===== config.mk =====
export PLATFORM = sky130hd
export DESIGN_NAME = accum_stream_adder_flat
export DESIGN_NICKNAME = d
export VERILOG_FILES = /design/src/rtl/accum_stream_if.sv /design/src/rtl/accum_stream_adder.sv /design/src/flat_wrapper.sv
export SDC_FILE = /design/constraint.sdc
export NUM_CORES = 1
export LEC_CHECK = 0
export BUFFER_PORTS_ARGS = -buffer_cell sky130_fd_sc_hd__buf_4
export CAP_MARGIN = 20
export CORE_MARGIN = 8
export CORE_UTILIZATION = 50
export CTS_CLUSTER_SIZE = 40
export DETAILED_ROUTE_END_ITERATION = 8
export PLACE_DENSITY = 0.76
export SLEW_MARGIN = 10
export SYNTH_ARGS = -nofsm -noshare
export SYNTH_HDL_FRONTEND = slang
export SYNTH_SLANG_ARGS = --single-unit

===== constraint.sdc =====
create_clock -name clk -period 2.47 [get_ports clk]
set_input_delay 0.3705 -clock clk [delete_from_list [all_inputs] [get_ports clk]]
set_output_delay 0.3705 -clock clk [all_outputs]
set_load 0.01 [all_outputs]

===== src/rtl/accum_stream_if.sv =====
// Valid/ready stream bundle between an operand producer and the accumulator:
// burst control, operand input, and result/flag output.
interface accum_stream_if #(
  parameter int WIDTH = 32,
  parameter int CNT_W = 8
);
  logic             start;
  logic [CNT_W-1:0] len;
  logic             in_valid;
  logic [WIDTH-1:0] in_data;
  logic             in_ready;
  logic             out_valid;
  logic             out_ready;
  logic [WIDTH-1:0] out_sum;
  logic             out_co;
  logic             out_of;
  logic             busy;

  modport master (
    output start, len, in_valid, in_data, out_ready,
    input  in_ready, out_valid, out_sum, out_co, out_of, busy
  );

  modport slave (
    input  start, len, in_valid, in_data, out_ready,
    output in_ready, out_valid, out_sum, out_co, out_of, busy
  );
endinterface


===== src/rtl/accum_stream_adder.sv =====
// Burst accumulator: adds len operands into a modulo-2^WIDTH running sum,
// tracking sticky carry-out and signed-overflow flags, then hands off the result.
module accum_stream_adder #(
  parameter int WIDTH = 32,
  parameter int CNT_W = 8
) (
  input  logic           clk,
  input  logic           rst_n,
  accum_stream_if.slave  s
);

  typedef enum logic [1:0] {
    IDLE  = 2'd0,
    ACCUM = 2'd1,
    DONE  = 2'd2
  } state_t;

  state_t           state_r;
  state_t           state_next_s;

  logic [WIDTH-1:0] acc_r;
  logic [CNT_W-1:0] count_r;
  logic [CNT_W-1:0] len_q_r;
  logic             co_r;
  logic             of_r;

  logic             in_ready_r;
  logic             out_valid_r;
  logic             busy_r;
  logic             in_ready_s;
  logic             out_valid_s;
  logic             busy_s;

  logic             beat_s;
  logic             last_s;
  logic             start_ok_s;
  logic [CNT_W-1:0] count_inc_s;
  logic [WIDTH:0]   sum_ext_s;

  // Two's-complement overflow: like-signed operands giving an opposite-signed result.
  function automatic logic add_overflow(input logic a_msb, input logic b_msb,
                                        input logic s_msb);
    return (a_msb & b_msb & ~s_msb) | (~a_msb & ~b_msb & s_msb);
  endfunction

  assign beat_s      = s.in_valid & in_ready_r;
  assign start_ok_s  = (state_r == IDLE) & s.start;
  assign count_inc_s = count_r + {{(CNT_W-1){1'b0}}, 1'b1};
  assign last_s      = (count_inc_s == len_q_r);
  assign sum_ext_s   = {1'b0, acc_r} + {1'b0, s.in_data};

  // State register.
  always_ff @(posedge clk or negedge rst_n) begin
    if (!rst_n) begin
      state_r <= IDLE;
    end else begin
      state_r <= state_next_s;
    end
  end

  // Next-state logic.
  always_comb begin
    state_next_s = state_r;
    case (state_r)
      IDLE: begin
        if (s.start) begin
          state_next_s = (s.len == {CNT_W{1'b0}}) ? DONE : ACCUM;
        end else begin
          state_next_s = IDLE;
        end
      end
      ACCUM: begin
        if (beat_s && last_s) begin
          state_next_s = DONE;
        end else begin
          state_next_s = ACCUM;
        end
      end
      DONE: begin
        if (out_valid_r && s.out_ready) begin
          state_next_s = IDLE;
        end else begin
          state_next_s = DONE;
        end
      end
      default: state_next_s = IDLE;
    endcase
  end

  // Output decode from the upcoming state so the handshake outputs come straight from flops.
  always_comb begin
    in_ready_s  = 1'b0;
    out_valid_s = 1'b0;
    busy_s      = 1'b0;
    case (state_next_s)
      IDLE: begin
        in_ready_s  = 1'b0;
        out_valid_s = 1'b0;
        busy_s      = 1'b0;
      end
      ACCUM: begin
        in_ready_s  = 1'b1;
        out_valid_s = 1'b0;
        busy_s      = 1'b1;
      end
      DONE: begin
        in_ready_s  = 1'b0;
        out_valid_s = 1'b1;
        busy_s      = 1'b1;
      end
      default: begin
        in_ready_s  = 1'b0;
        out_valid_s = 1'b0;
        busy_s      = 1'b0;
      end
    endcase
  end

  // Handshake/status output registers.
  always_ff @(posedge clk or negedge rst_n) begin
    if (!rst_n) begin
      in_ready_r  <= 1'b0;
      out_valid_r <= 1'b0;
      busy_r      <= 1'b0;
    end else begin
      in_ready_r  <= in_ready_s;
      out_valid_r <= out_valid_s;
      busy_r      <= busy_s;
    end
  end

  // Accumulator and sticky flags; they double as the held result outside a burst.
  always_ff @(posedge clk or negedge rst_n) begin
    if (!rst_n) begin
      acc_r   <= {WIDTH{1'b0}};
      count_r <= {CNT_W{1'b0}};
      len_q_r <= {CNT_W{1'b0}};
      co_r    <= 1'b0;
      of_r    <= 1'b0;
    end else if (start_ok_s) begin
      acc_r   <= {WIDTH{1'b0}};
      count_r <= {CNT_W{1'b0}};
      len_q_r <= s.len;
      co_r    <= 1'b0;
      of_r    <= 1'b0;
    end else if (beat_s) begin
      acc_r   <= sum_ext_s[WIDTH-1:0];
      count_r <= count_inc_s;
      len_q_r <= len_q_r;
      co_r    <= co_r | sum_ext_s[WIDTH];
      of_r    <= of_r | add_overflow(acc_r[WIDTH-1], s.in_data[WIDTH-1],
                                     sum_ext_s[WIDTH-1]);
    end else begin
      acc_r   <= acc_r;
      count_r <= count_r;
      len_q_r <= len_q_r;
      co_r    <= co_r;
      of_r    <= of_r;
    end
  end

  assign s.in_ready  = in_ready_r;
  assign s.out_valid = out_valid_r;
  assign s.busy      = busy_r;
  assign s.out_sum   = acc_r;
  assign s.out_co    = co_r;
  assign s.out_of    = of_r;

endmodule


===== src/flat_wrapper.sv =====
// flat-port wrapper written by rule: the top's interface ports become plain ports
module accum_stream_adder_flat 
#(
  parameter int WIDTH = 32,
  parameter int CNT_W = 8
)
  (clk, rst_n, s_start, s_len, s_in_valid, s_in_data, s_out_ready, s_in_ready, s_out_valid, s_out_sum, s_out_co, s_out_of, s_busy);
  accum_stream_if #(.WIDTH(WIDTH), .CNT_W(CNT_W)) s_i ();
  input  logic clk;
  input  logic rst_n;
  input wire logic [$bits(s_i.start)-1:0] s_start;
  input wire logic [$bits(s_i.len)-1:0] s_len;
  input wire logic [$bits(s_i.in_valid)-1:0] s_in_valid;
  input wire logic [$bits(s_i.in_data)-1:0] s_in_data;
  input wire logic [$bits(s_i.out_ready)-1:0] s_out_ready;
  output wire logic [$bits(s_i.in_ready)-1:0] s_in_ready;
  output wire logic [$bits(s_i.out_valid)-1:0] s_out_valid;
  output wire logic [$bits(s_i.out_sum)-1:0] s_out_sum;
  output wire logic [$bits(s_i.out_co)-1:0] s_out_co;
  output wire logic [$bits(s_i.out_of)-1:0] s_out_of;
  output wire logic [$bits(s_i.busy)-1:0] s_busy;
  assign s_i.start = s_start;
  assign s_i.len = s_len;
  assign s_i.in_valid = s_in_valid;
  assign s_i.in_data = s_in_data;
  assign s_i.out_ready = s_out_ready;
  assign s_in_ready = s_i.in_ready;
  assign s_out_valid = s_i.out_valid;
  assign s_out_sum = s_i.out_sum;
  assign s_out_co = s_i.out_co;
  assign s_out_of = s_i.out_of;
  assign s_busy = s_i.busy;
  accum_stream_adder #(.WIDTH(WIDTH), .CNT_W(CNT_W)) u_core (.clk(clk), .rst_n(rst_n), .s(s_i));
endmodule

==> impl_metrics.json <==
{
  "status": "complete, but fails checks",
  "violations": "setup timing",
  "min_period_ns": 2.52,
  "rows": 33,
  "ios": 82,
  "layout_setup_ws_ns": -0.0490,
  "yosysTopAreaCell": "dfrtp_1",
  "synth.most_common_cell": "nand2_1",
  "place_ws_ns": -0.191,
  "cts_tree": "built",
  "fmax_mhz": 397,
  "antenna_cells": 0,
  "synthMuxAreaShare_pct": 0.727,
  "insertion_delay_ns": 0.32,
  "seq_area_frac_synth_pct": 33.3,
  "p_sw_share_pct": 44.2,
  "synth_area_per_cell_um2": 8.40,
  "synth_cell_types": 58,
  "worstSetupPathType": "reg -> reg",
  "drv_slew": 0,
  "syn_inst": 492,
  "clk_pin_slew_ns": 0.11,
  "vdd_drop_max_v": 0.000631,
  "syn_nets": 574,
  "cts_sinks": 55,
  "nets": 707,
  "yosysTopAreaCellShare_pct": 33.3,
  "netlist_area_mm2": 0.00413,
  "grt_pass1_wl_um": 19400,
  "ctsLongestPathBuffers": 2,
  "setup_tns_ns": -0.213,
  "post-dp-hpwl_um": 8600,
  "hp-class": "in -> async",
  "synth-main-ff-cell": "dfrtp_1",
  "gr-total-overflow": 0,
  "synth_simple_gate_area_share_pct": 21.9,
  "cts_hold_buf": 0,
  "grt_pass1_vias": 4204,
  "p_total_mw": 7.63,
  "post-route-util_pct": 69.0,
  "worst_pin_slew_ns": 0.712,
  "cp.required_ns": 2.71,
  "synth_compound_area_share_pct": 22.3,
  "fin_crit_sh_pct": 102,
  "htreeDepth": 2,
  "synthArstFlopShare_pct": 100,
  "worstSetupEndpointType": "register",
  "synth_top_family_by_area": "compound AO/OA/AOI/OAI gates",
  "area_delta_synth_final_pct": 35.8,
  "dr.first_iter.drc_count": 156,
  "seq_power_share_pct": 22.3,
  "switchingPower_mw": 3.37,
  "crit_arrival_ns": 2.76,
  "wl_per_cell_um": 16.0,
  "worst-path-max-fanout": 3,
  "netlist_top_cells_area": "dfrtp_1, ha_1, nand2_1",
  "die_area_mm2": 0.0114,
  "io_buffers": 81,
  "drtAntennaViolNets": 0,
  "core_area_mm2": 0.00813,
  "rsz0062_at_grt": "yes",
  "die_w_um": 107,
  "max_cap_viol_count": 0,
  "p_clk_share_pct": 8.3,
  "seqCellArea_mm2": 0.00138,
  "initial_utilization_pct": 50.8,
  "intPower_mw": 4.26,
  "fin_area_mm2": 0.00561,
  "clockRootBuffer": "clkbuf_8",
  "synth_edf_count": 0,
  "grt_antenna_before_repair": 0,
  "synth_common_cells": "nand2_1, a21oi_1, dfrtp_1",
  "power_frac_comb_pct": 69.4,
  "wl_um": 11700,
  "vias": 4103,
  "fillers": 637,
  "gp_congestion": 0.915,
  "multi_input_area_mm2": 0.00288,
  "relSlewSlack_pct": 52.5,
  "yosys.area_share.adder_pct": 11.4,
  "power.leakage_nw": 2.69,
  "drtPass1Iterations": 4,
  "grt_use_total_pct": 20.5,
  "route.detailed.drc": 0,
  "synth_xor_area_share_pct": 7.84,
  "placed_area_mm2": 0.00525,
  "yosys_warnings": 0,
  "powerDensity_mw_per_mm2": 1360,
  "finalHoldViolations": 0,
  "finClkSkew_ns": 0.00713,
  "die_h_um": 107,
  "drive_gt1_share_pct": 31.0,
  "numCtsBuffers": 5,
  "grt_start_max_net_pins": 56,
  "viasPerCell": 5.61,
  "synth_seq_cells": 55,
  "cp-start-kind": "register",
  "setup_viol": 6
}
## metal layers
metal	GRT usage (%)	part of all wire, %	vias up	wire length [µm]
met3	3.24	4.0	16	462
met5	0	0	-	0
met2	35.6	51	91	5900
li1	-	-	2033	-
met1	25.4	44	1963	5100
met4	6.23	1.7	0	202
## worst max-delay path, cell delays in order, from the launching register on
cell and delay (ns):
dfrtp_1 0.40, ha_1 0.31, a211oi_1 0.25, buf_4 0.17, o21a_4 0.15, nor3_2 0.06, or2_1 0.28, a221oi_2 0.25
o21ai_1 0.12, or3_1 0.33, a21oi_1 0.13
## layout by cell type, fill, tap and decap left out, types with 8 or more instances in the layout
| cell type | instances |
|---|---|
| nand2_1 | 94 |
| nand3_1 | 11 |
| buf_4 | 142 |
| inv_1 | 10 |
| a21o_1 | 14 |
| ha_1 | 29 |
| o21ai_0 | 13 |
| a21oi_1 | 50 |
| xor2_1 | 14 |
| and3_1 | 11 |
| o21ai_1 | 8 |
| dfrtp_1 | 54 |
| xnor2_1 | 22 |
| nor2_1 | 29 |
## metrics by stage
| step | hold WS (ns) | instances |
|---|---|---|
| global placement | 0.467 | 719 |
| CTS | 0.126 | 729 |
| floorplan | 0.0749 | 492 |
| global route | 0.154 | 731 |
| finish | 0.0978 | 731 |
| detailed placement | 0.475 | 719 |
## area by class of cell
| cell class | count | area share, % |
|---|---|---|
| Multi-Input combinational cell | 410 | 51.4 |
| Timing Repair Buffer | 142 | 19.0 |
| Inverter | 11 | 0.736 |
| Sequential cell | 55 | 24.5 |
| Clock buffer | 6 | 1.29 |
| Tap cell | 105 | 2.34 |
| Clock inverter | 2 | 0.691 |
## power groups by stage
stage,registers (mW),logic (mW),clock network [mW]
floorplan,1.78,2.92,0
global placement,1.68,4.74,0
detailed placement,1.70,4.83,0
CTS,1.70,5.09,0.643
global route,1.75,5.85,0.673
finish,1.70,5.30,0.631
## cell families (layout without fill, tap and decap cells)
logic type | after synthesis | count (layout)
flops | 55 | 55
fa+ha+maj | 37 | 37
xor+xnor | 37 | 37
compound gates | 140 | 140
buf+inv | 27 | 161
simple gates | 193 | 193
mux | 3 | 3
## path summary, 6_finish.rpt
kind                                          start                    to  slack (ns)  depth (start not counted)
worst max-delay path            u_core.s.out_sum[1]  u_core.s.out_sum[31]       -0.05                         10
worst min-delay path                          rst_n  u_core.s.out_sum[18]         0.1                          1
worst max register to register  u_core.s.out_sum[1]  u_core.s.out_sum[31]       -0.05                         10
worst min register to register    u_core.len_q_r[6]     u_core.len_q_r[6]        0.52                          2
max in group asynchronous                     rst_n     u_core.count_r[0]        1.87                          1
min in group clk                           s_len[3]     u_core.len_q_r[3]        0.25                          3
## sequential cells by signal, summed over array words and instances, names as in the netlist
name                cells
u_core.s.in_ready       1
u_core.s.out_co         1
u_core.s.out_valid      1
u_core.s.busy           1
u_core.state_r          2
u_core.s.out_sum       32
u_core.s.out_of         1
u_core.len_q_r          8
u_core.count_r          8
## what timing repair did
| action | CTS | global route |
|---|---|---|
| hold endpoints to repair | 0 | 0 |
| setup endpoints to repair | 15 | 21 |
| buffers inserted | 2 | 2 |
| resized for setup | 20 | 20 |
| pin swaps | 17 | 18 |
Note: power is estimated with default switching activity, not from simulation.
